`src/rtl/saxil_to_dev.sv`:
```
// AXI-Lite slave to Ibex-style device port bridge (req/gnt, rvalid completion).
// Ports: S_AXI_* AXI-Lite slave channels; data_* device request/response port.
module saxil_to_dev #(
  parameter int AXI_ADDR_WIDTH = 32,
  parameter int AXI_DATA_WIDTH = 32
) (
  input  logic                      clk,
  input  logic                      rst,
  input  logic [AXI_ADDR_WIDTH-1:0] S_AXI_AWADDR,
  input  logic                      S_AXI_AWVALID,
  output logic                      S_AXI_AWREADY,
  input  logic [31:0]               S_AXI_WDATA,
  input  logic [3:0]                S_AXI_WSTRB,
  input  logic                      S_AXI_WVALID,
  output logic                      S_AXI_WREADY,
  output logic [1:0]                S_AXI_BRESP,
  output logic                      S_AXI_BVALID,
  input  logic                      S_AXI_BREADY,
  input  logic [AXI_ADDR_WIDTH-1:0] S_AXI_ARADDR,
  input  logic                      S_AXI_ARVALID,
  output logic                      S_AXI_ARREADY,
  output logic [31:0]               S_AXI_RDATA,
  output logic [1:0]                S_AXI_RRESP,
  output logic                      S_AXI_RVALID,
  input  logic                      S_AXI_RREADY,
  output logic                      data_req_o,
  output logic [31:0]               data_addr_o,
  output logic                      data_we_o,
  output logic [3:0]                data_be_o,
  output logic [31:0]               data_wdata_o,
  input  logic                      data_gnt_i,
  input  logic                      data_rvalid_i,
  input  logic                      data_err_i,
  input  logic [31:0]               data_rdata_i
);

  if (AXI_DATA_WIDTH != 32) begin : g_bad_dw
    $error("saxil_to_dev: AXI_DATA_WIDTH must be 32");
  end

  typedef enum logic [2:0] {
    S_IDLE, S_REQ, S_WAIT, S_B, S_R
  } state_t;

  state_t      r_state;
  logic        r_is_wr;
  logic        r_prio_wr;
  logic        r_aw_full;
  logic        r_w_full;
  logic        r_ar_full;
  logic [31:0] r_aw_addr;
  logic [31:0] r_ar_addr;
  logic [31:0] r_w_data;
  logic [3:0]  r_w_strb;

  logic [31:0] w_aw_ext;
  logic [31:0] w_ar_ext;
  logic        w_aw_hs;
  logic        w_w_hs;
  logic        w_ar_hs;
  logic [31:0] w_aw_sel;
  logic [31:0] w_ar_sel;
  logic [31:0] w_wd_sel;
  logic [3:0]  w_ws_sel;
  logic        w_wr_rdy;
  logic        w_rd_rdy;
  logic        w_pick_wr;
  logic        w_gnt;

  assign w_aw_ext = 32'(S_AXI_AWADDR);
  assign w_ar_ext = 32'(S_AXI_ARADDR);

  assign S_AXI_AWREADY = !rst && !r_aw_full;
  assign S_AXI_WREADY  = !rst && !r_w_full;
  assign S_AXI_ARREADY = !rst && !r_ar_full;

  assign w_aw_hs = S_AXI_AWVALID && S_AXI_AWREADY;
  assign w_w_hs  = S_AXI_WVALID && S_AXI_WREADY;
  assign w_ar_hs = S_AXI_ARVALID && S_AXI_ARREADY;

  // Idle looks through the holding registers at same-cycle
  // handshakes so a request can issue the cycle after capture.
  assign w_aw_sel = r_aw_full ? r_aw_addr : w_aw_ext;
  assign w_ar_sel = r_ar_full ? r_ar_addr : w_ar_ext;
  assign w_wd_sel = r_w_full ? r_w_data : S_AXI_WDATA;
  assign w_ws_sel = r_w_full ? r_w_strb : S_AXI_WSTRB;

  assign w_wr_rdy = (r_aw_full || w_aw_hs) && (r_w_full || w_w_hs);
  assign w_rd_rdy = r_ar_full || w_ar_hs;
  assign w_pick_wr = w_wr_rdy && (!w_rd_rdy || r_prio_wr);

  assign w_gnt = (r_state == S_REQ) && data_gnt_i;

  always_ff @(posedge clk or posedge rst) begin
    if (rst) begin
      r_aw_full <= 1'b0;
      r_w_full  <= 1'b0;
      r_ar_full <= 1'b0;
      r_aw_addr <= '0;
      r_ar_addr <= '0;
      r_w_data  <= '0;
      r_w_strb  <= '0;
    end else begin
      if (w_aw_hs) begin
        r_aw_full <= 1'b1;
        r_aw_addr <= w_aw_ext;
      end else if (w_gnt && r_is_wr) begin
        r_aw_full <= 1'b0;
      end
      if (w_w_hs) begin
        r_w_full <= 1'b1;
        r_w_data <= S_AXI_WDATA;
        r_w_strb <= S_AXI_WSTRB;
      end else if (w_gnt && r_is_wr) begin
        r_w_full <= 1'b0;
      end
      if (w_ar_hs) begin
        r_ar_full <= 1'b1;
        r_ar_addr <= w_ar_ext;
      end else if (w_gnt && !r_is_wr) begin
        r_ar_full <= 1'b0;
      end
    end
  end

  always_ff @(posedge clk or posedge rst) begin
    if (rst) begin
      r_state      <= S_IDLE;
      r_is_wr      <= 1'b0;
      r_prio_wr    <= 1'b0;
      data_req_o   <= 1'b0;
      data_addr_o  <= '0;
      data_we_o    <= 1'b0;
      data_be_o    <= '0;
      data_wdata_o <= '0;
      S_AXI_BVALID <= 1'b0;
      S_AXI_BRESP  <= '0;
      S_AXI_RVALID <= 1'b0;
      S_AXI_RRESP  <= '0;
      S_AXI_RDATA  <= '0;
    end else begin
      case (r_state)
        S_IDLE: begin
          if (w_wr_rdy || w_rd_rdy) begin
            r_is_wr      <= w_pick_wr;
            data_req_o   <= 1'b1;
            data_we_o    <= w_pick_wr;
            data_addr_o  <= (w_pick_wr ? w_aw_sel : w_ar_sel)
                            & 32'hFFFF_FFFC;
            data_be_o    <= w_pick_wr ? w_ws_sel : 4'hF;
            data_wdata_o <= w_pick_wr ? w_wd_sel : 32'h0;
            r_state      <= S_REQ;
          end
        end
        S_REQ: begin
          if (data_gnt_i) begin
            data_req_o <= 1'b0;
            r_prio_wr  <= !r_is_wr;
            r_state    <= S_WAIT;
          end
        end
        S_WAIT: begin
          if (data_rvalid_i) begin
            if (r_is_wr) begin
              S_AXI_BRESP  <= data_err_i ? 2'b10 : 2'b00;
              S_AXI_BVALID <= 1'b1;
              r_state      <= S_B;
            end else begin
              S_AXI_RRESP  <= data_err_i ? 2'b10 : 2'b00;
              S_AXI_RDATA  <= data_rdata_i;
              S_AXI_RVALID <= 1'b1;
              r_state      <= S_R;
            end
          end
        end
        S_B: begin
          if (S_AXI_BREADY) begin
            S_AXI_BVALID <= 1'b0;
            r_state      <= S_IDLE;
          end
        end
        S_R: begin
          if (S_AXI_RREADY) begin
            S_AXI_RVALID <= 1'b0;
            r_state      <= S_IDLE;
          end
        end
        default: r_state <= S_IDLE;
      endcase
    end
  end

endmodule

```
`config.mk`:
```
export PLATFORM = sky130hd
export DESIGN_NAME = saxil_to_dev
export DESIGN_NICKNAME = d
export VERILOG_FILES = /design/src/rtl/saxil_to_dev.sv
export SDC_FILE = /design/constraint.sdc
export NUM_CORES = 1
export LEC_CHECK = 0
export BUFFER_PORTS_ARGS = -buffer_cell sky130_fd_sc_hd__clkbuf_2
export CAP_MARGIN = 10
export CORE_MARGIN = 3
export CORE_UTILIZATION = 40
export CTS_BUF_LIST = sky130_fd_sc_hd__clkbuf_16
export DETAILED_ROUTE_END_ITERATION = 8
export GPL_TIMING_DRIVEN = 1
export PLACE_DENSITY = 0.71
export SLEW_MARGIN = 40
export SYNTH_ARGS = -nofsm -noshare
export SYNTH_HDL_FRONTEND = slang
export SYNTH_SLANG_ARGS = --single-unit
```
`constraint.sdc`:
```
create_clock -name clk -period 14.25 [get_ports clk]
set_input_delay 2.1375 -clock clk [delete_from_list [all_inputs] [get_ports clk]]
set_output_delay 2.1375 -clock clk [all_outputs]
set_load 0.02 [all_outputs]
```
==> results.tsv, run 1 <==
metric	value	unit
outcome	finished clean	
drive_gt1_frac	0.4778	
cp.buffers_inverters	2	
ctsResizeCount	0	
cp-end-kind	output pin	
insertion_delay	0.51	ns
gp_congestion	0.7955	
cts_buffer_depth	3	
cp_max_fo	6	
start_util	0.4114	
grt_pass1_vias	7131	
ys_types	37	
antenna_cells	0	
crit_slowest_cell	clkbuf_2	
synthToLayoutAreaGrowth	23.13	%
fin_area	11570	sq um
routed_wl	24180	um
synth_area	9400	sq um
holdWs	0.4832	ns
yosysWarnings	0	
dieArea	25380	sq um
numClockSinks	207	
ys_seq_area_frac	0.5510	
place_area	10790	sq um
grt_usage	0.1878	
path_common_cell	clkbuf_2	
grt_antenna_before_repair	0	
post-route-min-period	4.842	ns
hold_violations	0	
io_buffers	244	
yosysTopAreaCellShare	0.5510	
ir_worst_vdd	0.1280	mV
final_antenna_net_count	0	
power.total	2.789	mW
synthTopCellsByArea	dfrtp_1 (55%), mux2_2 (16%), nor2b_1 (4.1%)	
tightest_slew	0.7474	ns
postCtsSetupRepairBufs	0	
crit_type	in2out	
tns	0	ns
rsz0062_at_grt	no	
leakage	5.312	nW
worstPathArrival	2.70	ns
yosys.area.top_type	dfrtp_1	
cts_tree	built	
fin_crit_sh	0.3398	
min_path_type	reg2reg	
ys_dominant_reg_cell	dfrtp_1	
relSlewSlack	0.5012	
rows	55	
setup_slack	9.408	ns
power_density	241.0	nW/um^2
synth_edf_count	0	
async_flop_share	1.000	
crit_required	12.11	ns
dieHeight	159.3	um
worst_setup_path_start_kind	primary input	
vias	6765	
ctsHtreeMaxLevel	1	
cap_violations	0	
drtIter0Drc	384	
die_x	159.3	um
worst_clock_skew	0.01601	ns
dpl_worst_slack	9.415	ns
gr-total-overflow	0	
core	22850	sq um
grt_pass1_wl	39200	um
holdBufCountCts	0	
ys_seq_elements	207	
cts_buffers	25	
finalSetupViolations	0	
hpwl	15560	um
clockRootBuffer	clkbuf_16	
layout.nets	1072	
drv_slew	0	
crit_family	buffers and inverters	
multi_input_area	3874	sq um
avgSynthCellArea	13.17	sq um
wire_per_inst	19.18	um
syn_inst	714	
grt_max_degree	136	
nFillCells	2043	
worstPathCellList	clkbuf_2 -> nor2_1 -> clkbuf_2	
drt_first_pass_iters	4	
ios	253	
fmax	206.5	MHz
viasPerCell	5.365	
drc	0	
register_area	5184	sq um
clkTransAtPathRegs	0.05	ns
slowest_delay	0.20	ns
state kept, by name, indices dropped and copies added (netlist names), 3 cells and up:
register and flops:
data_be_o 4, data_wdata_o 32, r_ar_addr 30, r_state 3, data_addr_o 30, r_w_strb 4, r_aw_addr 30, S_AXI_RDATA 32
r_w_data 32
power by group:
| group | total (mW) | leakage, nW | switching, mW | internal [mW] |
|---|---|---|---|---|
| Clock | 0.611 | 0.414 | 0.241 | 0.370 |
| Combinational | 1.15 | 2.39 | 0.673 | 0.480 |
| Sequential | 1.03 | 2.51 | 0.156 | 0.869 |
synth_stat cells (2+ instances only):
library cell,number
dfrtp_1,207
mux2_2,131
nor2b_1,61
clkbuf_1,38
mux2i_1,36
o21ai_0,33
a2111oi_0,30
a221oi_1,30
o31ai_1,30
o2bb2ai_2,20
buf_2,18
o2bb2ai_1,12
nor2_1,10
buf_6,8
nand2_1,8
buf_4,5
a2bb2oi_1,4
a21o_1,3
a31oi_1,3
and2_1,3
inv_1,3
nand2b_1,2
o21a_1,2
o22ai_1,2
or2_1,2
or3_1,2
cell type report:
class,count,area share
inverters,3,0.002054
clock inverters,20,0.01394
well taps,313,0.03383
multi-input cells,437,0.3347
flip-flops and latches,207,0.4478
repair buffers,256,0.1136
clock buffers,25,0.05405
cell usage in the layout (no fill, tap or decap), drive strengths merged, types with 2 or more instances in the layout:
master	n
or2	2
a31oi	3
dfrtp	207
nand2	8
o2bb2ai	32
o31ai	30
a221oi	30
a2111oi	30
conb	4
o21a	2
mux2	131
or3	2
inv	9
and2	3
nand2b	2
o21ai	33
clkbuf	269
nor2b	61
buf	12
o22ai	2
bufinv	3
a21o	3
a2bb2oi	4
mux2i	36
nor2	10
clkinv	11
metal layers:
metal	part of all wire	GRT usage	vias to the layer above
li1	-	-	3102
met2	0.48	0.3050	235
met1	0.42	0.2522	3381
met4	0.030	0.06088	0
met3	0.069	0.04084	47
met5	0	0	-
cells by family after synthesis:
logic type / share of synthesized area
and+or+nand+nor: 0.05777
AOI/OAI and AO/OA: 0.1556
muxes: 0.1953
buffers and inverters: 0.03993
other: 0.0003989
DFF: 0.5510
worst min-delay path, stage by stage (launching register included):
cell	delay, ns
dfrtp_1	0.34
nand2_1	0.05
nand2_1	0.05
final timing paths:
kind | start | end | slack, ns | cells after the start
max in group asynchronous | rst | data_wdata_o[17]$_DFFE_PP0P_ | 11.31 | 3
setup reg to reg | r_aw_full$_DFFE_PP0P_ | data_wdata_o[5]$_DFFE_PP0P_ | 11.34 | 5
setup / recovery | rst | S_AXI_WREADY | 9.41 | 3
min in group asynchronous | rst | r_aw_addr[25]$_DFFE_PP0P_ | 1.82 | 2
hold reg to reg | data_req_o$_DFFE_PP0P_ | data_req_o$_DFFE_PP0P_ | 0.48 | 2
hold / removal | data_req_o$_DFFE_PP0P_ | data_req_o$_DFFE_PP0P_ | 0.48 | 2
per-stage QoR:
| step | cells | util |
|---|---|---|
| finish | 1261 | 0.5066 |
| global route | 1261 | 0.5066 |
| CTS | 1261 | 0.5066 |
| detailed placement | 1216 | 0.4722 |
| global placement | 1216 | 0.4715 |
| floorplan | 717 | - |
Note: power is estimated with default switching activity, not from simulation.
==> run 2, diff against run 1 <==
clock period = 4.5 ns   (was 14.25 ns; I/O delays follow)
==> results.tsv, run 2 (synthesis gave the netlist of run 1 again) <==
metric	value	unit
cap_violations	0	
tightest_slew	0.7441	ns
gp_congestion	0.7504	
grt_pass1_vias	7181	
clockRootBuffer	clkbuf_16	
fin_crit_sh	0.5648	
cts_buffers	24	
fmax	393.4	MHz
crit_required	3.83	ns
crit_family	buffers and inverters	
relSlewSlack	0.5034	
wire_per_inst	19.16	um
ctsResizeCount	0	
grt_max_degree	63	
dieArea	25380	sq um
finalSetupViolations	0	
drc	0	
worstPathArrival	1.87	ns
core	22850	sq um
insertion_delay	0.51	ns
io_buffers	244	
drive_gt1_frac	0.4758	
final_antenna_net_count	0	
cts_tree	built	
clkTransAtPathRegs	0.06	ns
cts_buffer_depth	3	
numClockSinks	207	
cp.buffers_inverters	2	
reg2reg_depth	5	
ir_worst_vdd	0.3602	mV
cp-end-kind	output pin	
reg2reg_to	data_addr_o[5]$_DFFE_PP0P_	
routed_wl	24230	um
start_util	0.4114	
crit_type	reg2out	
ios	253	
holdBufCountCts	0	
rows	55	
hpwl	15780	um
postCtsSetupRepairBufs	0	
synthToLayoutAreaGrowth	23.05	%
worstPathCellList	buf_4 -> nor2_1 -> clkbuf_2	
crit_slowest_cell	dfrtp_2	
grt_antenna_before_repair	0	
final_common_cell	clkbuf_2	
r2r_slack	2.17	ns
worstReg2RegStart	r_aw_full$_DFFE_PP0P_	
holdWs	0.2161	ns
drv_slew	0	
worst_setup_path_start_kind	flop	
post-route-min-period	2.542	ns
outcome	finished clean	
grt_usage	0.1893	
final_cell_mix	clkbuf_2 (244), dfrtp_1 (204), mux2_2 (131)	
vias	6751	
hold_violations	0	
drt_first_pass_iters	7	
drtIter0Drc	341	
power_density	749.3	nW/um^2
viasPerCell	5.337	
slowest_delay	0.61	ns
dieHeight	159.3	um
gr-total-overflow	0	
ctsHtreeMaxLevel	1	
min_path_type	in2async	
die_x	159.3	um
rsz0062_at_grt	no	
leakage	5.319	nW
worst_clock_skew	0.008029	ns
tns	0	ns
grt_pass1_wl	39450	um
antenna_cells	0	
top_regs	S_AXI_RDATA x32, data_wdata_o x32, r_w_data x32	
cp_max_fo	42	
layout.nets	1077	
## run 2: changes by cell type in the layout (fill, tap and decap cells not counted), moves of 2 or more
cell / previous run / this run
clkinv_2: 6 / 3
buf_12: 0 / 2
bufinv_16: 3 / 0
inv_1: 8 / 12
buf_4: 11 / 15
## run 2: how the worst max path moves through the flow
stage | start | to | depth (start not counted)
after CTS | r_aw_full$_DFFE_PP0P_ | S_AXI_AWREADY | 3
final | r_aw_full$_DFFE_PP0P_ | S_AXI_AWREADY | 3
after floorplan | rst | S_AXI_BRESP[1]$_DFFE_PP0P_ | 1
after global routing | r_aw_full$_DFFE_PP0P_ | S_AXI_AWREADY | 3
after global placement | rst | data_addr_o[31]$_DFFE_PP0P_ | 5
after detailed placement | data_rvalid_i | S_AXI_RDATA[8]$_DFFE_PP0P_ | 5
## run 2: layout make-up
class	count	area, sq um
Clock buffer	25	625.6
Clock inverter	18	76.32
Fill cell	2053	11280
Inverter	3	15.01
Multi-Input combinational cell	437	3874
Sequential cell	207	5184
Tap cell	313	391.6
Timing Repair Buffer	262	1401
## run 2: where the power goes
part	total, mW	switching [mW]	internal [mW]
Sequential	3.28	0.526	2.75
Clock	1.75	0.754	0.995
Combinational	3.64	2.10	1.54
## run 2: through the flow
| stage | power [mW] | cell area (sq um) | util | worst slack, ns | instances |
|---|---|---|---|---|---|
| after global routing | 9.247 | 11570 | 0.5063 | 1.833 | 1265 |
| after global placement | 6.843 | 10830 | 0.4741 | 1.878 | 1221 |
| final | 8.667 | 11570 | 0.5063 | 1.958 | 1265 |
| after CTS | 8.764 | 11540 | 0.5051 | 1.922 | 1264 |
| after floorplan | 5.891 | 9415 | - | 1.139 | 717 |
| after detailed placement | 6.971 | 10840 | 0.4744 | 1.951 | 1221 |
## run 2: routing by layer
layer  vias up  global-route usage  part of all wire  wire [um]
li1       3111                   -                 -          -
met1      3373              0.2496              0.43      10360
met2       228              0.3171              0.48      11750
met3        39             0.04162             0.062       1504
met4         0             0.05253             0.026        619
met5         -                   0                 0          0
## run 2: worst reg2reg max path, stage by stage, from the launching register on
cell and delay [ns]:
dfrtp_2 0.61, o22ai_1 0.23, o211a_1 0.41, or2_2 0.36
buf_4 0.29, o31ai_1 0.34
==> run 3, diff against run 2 <==
ABC_AREA = 1   (was not set)
PLACE_DENSITY = 0.73   (was 0.71)
clock period = 2.15 ns   (was 4.5 ns; I/O delays follow)
==> results.tsv, run 3 <==
metric	value	unit
outcome	finished clean	
drtIter0Drc	520	
numClockSinks	207	
internal_power	10.89	mW
cp_max_fo	47	
async_flop_share	1.000	
drc	0	
yosysWarnings	0	
ys_dominant_reg_cell	dfrtp_1	
cp-end-kind	output pin	
switching_share	0.4192	
clockRootBuffer	clkbuf_16	
hold_violations	0	
crit_slowest_cell	dfrtp_1	
avgSynthCellArea	7.809	sq um
worst_setup_path_start_kind	flop	
ios	253	
gr-total-overflow	0	
cts_buffer_depth	3	
grt_pass1_vias	8553	
top_regs	S_AXI_RDATA x32, data_wdata_o x32, r_w_data x32	
tightest_slew	0.7620	ns
finalSetupViolations	0	
ir_worst_vdd	0.8704	mV
cts_tree	built	
slowest_delay	0.40	ns
syn_inst	1204	
dieArea	25380	sq um
p_sw	7.860	mW
rsz0062_at_grt	no	
seq_power_share	0.352	
place_area	10900	sq um
synth_area	9402	sq um
grt_pass1_wl	42750	um
drt_first_pass_iters	5	
fin_crit_sh	0.9078	
holdBufCountCts	28	
ctsHtreeMaxLevel	1	
worstPathArrival	1.63	ns
wire_per_inst	14.31	um
power.total	18.75	mW
ys_types	21	
yosys-top-cells-count	nand2_1 (432), dfrtp_1 (207), o21ai_0 (157), inv_1 (110), nand3_1 (98)	
final_cell_mix	nand2_1 (429), clkbuf_2 (244), dfrtp_1 (206)	
postCtsSetupRepairBufs	0	
io_buffers	244	
ys_seq_elements	207	
clkTransAtPathRegs	0.06	ns
insertion_delay	0.51	ns
final_antenna_net_count	0	
fin_area	11990	sq um
fmax	512.3	MHz
clkPwrFrac	0.226	
dieHeight	159.3	um
grt_antenna_before_repair	1	
vias	8562	
relSlewSlack	0.4920	
cap_violations	0	
grt_usage	0.1997	
drive_gt1_frac	0.2183	
crit_required	1.83	ns
grt_max_degree	132	
leakage	6.632	nW
power_density	1563	nW/um^2
p_comb_frac	0.422	
rows	55	
worst_clock_skew	0.01775	ns
cts_buffers	24	
start_util	0.4115	
layout.nets	1594	
drv_slew	0	
min_path_type	in2reg	
synthToLayoutAreaGrowth	27.58	%
ctsResizeCount	0	
yosysTopAreaCellShare	0.5510	
viasPerCell	4.810	
die_x	159.3	um
synthTopCellsByArea	dfrtp_1 (55%), nand2_1 (17%), o21ai_0 (8.4%)	
tns	0	ns
routed_wl	25480	um
post-route-min-period	1.952	ns
final_common_cell	nand2_1	
synth_most_common_cell	nand2_1	
hpwl	16480	um
worstPathCellList	buf_4 -> nor2_1 -> clkbuf_2	
crit_type	reg2out	
core	22850	sq um
ys_seq_area_frac	0.5510	
synth_edf_count	0	
yosys.area.top_type	dfrtp_1	
gp_congestion	0.8283	
run 3: final timing paths:
| kind | depth (start not counted) | endpoint | slack [ns] | startpoint |
|---|---|---|---|---|
| worst max-delay path | 3 | S_AXI_AWREADY | 0.20 | r_aw_full$_DFFE_PP0P_ |
| worst min-delay path | 3 | S_AXI_RDATA[18]$_DFFE_PP0P_ | 0.02 | data_rdata_i[18] |
| worst max register to register | 7 | data_wdata_o[2]$_DFFE_PP0P_ | 0.38 | r_ar_full$_DFFE_PP0P_ |
| worst min register to register | 2 | data_wdata_o[18]$_DFFE_PP0P_ | 0.47 | data_wdata_o[18]$_DFFE_PP0P_ |
| max in group asynchronous | 4 | data_wdata_o[18]$_DFFE_PP0P_ | 0.81 | rst |
| min in group asynchronous | 3 | r_w_full$_DFFE_PP0P_ | 0.39 | rst |
run 3: kinds of logic after synthesis:
group                  count (synthesis)  share of synthesized area
AND/OR/NAND/NOR                      591                     0.2510
AO/OA/AOI/OAI                        210                     0.1130
flip-flops                           207                     0.5510
buffers and inverters                195                    0.08464
other                                  1                  0.0003989
run 3: metal layers:
layer,track usage,up-vias,wire [um]
met5,0,-,0
met4,0.06606,0,767
met3,0.03772,54,1589
met2,0.3380,284,12250
met1,0.2597,3970,10870
li1,-,4254,-
run 3: through the flow:
stage            util  hold WS [ns]  std cells  setup slack, ns
2_1_floorplan       -        0.4392       1207           -2.319
6_report       0.5250       0.02062       1780           0.1982
3_5_place_dp   0.4769        0.3329       1711           0.3319
4_1_cts        0.5249     0.0006180       1779           0.1576
3_3_place_gp   0.4767        0.3205       1711           0.3392
5_1_grt        0.5250      0.007532       1780          0.06564
run 3: cell type report:
type                            instances  area, sq um
Tap cell                              313        391.6
Timing Repair Buffer                  293         1700
Inverter                              121        457.9
Antenna cell                            1        2.502
Sequential cell                       207         5181
Multi-Input combinational cell        805         3445
Clock inverter                         16        215.2
Fill cell                            2201        10850
Clock buffer                           24        600.6
run 3: worst max-delay path, delay by kind of cell (launching register included):
family        cells  cell delay [ns]
flops             1             0.40
buf+inv           2             0.51
simple gates      1             0.21
run 3: power by group through the flow:
stage	sequential [mW]	clock, mW	combinational, mW
6_report	6.59	4.24	7.92
5_1_grt	6.81	4.53	9.04
4_1_cts	6.59	4.36	8.02
3_5_place_dp	6.62	0	7.94
3_3_place_gp	6.57	0	7.72
2_1_floorplan	7.45	0	4.74
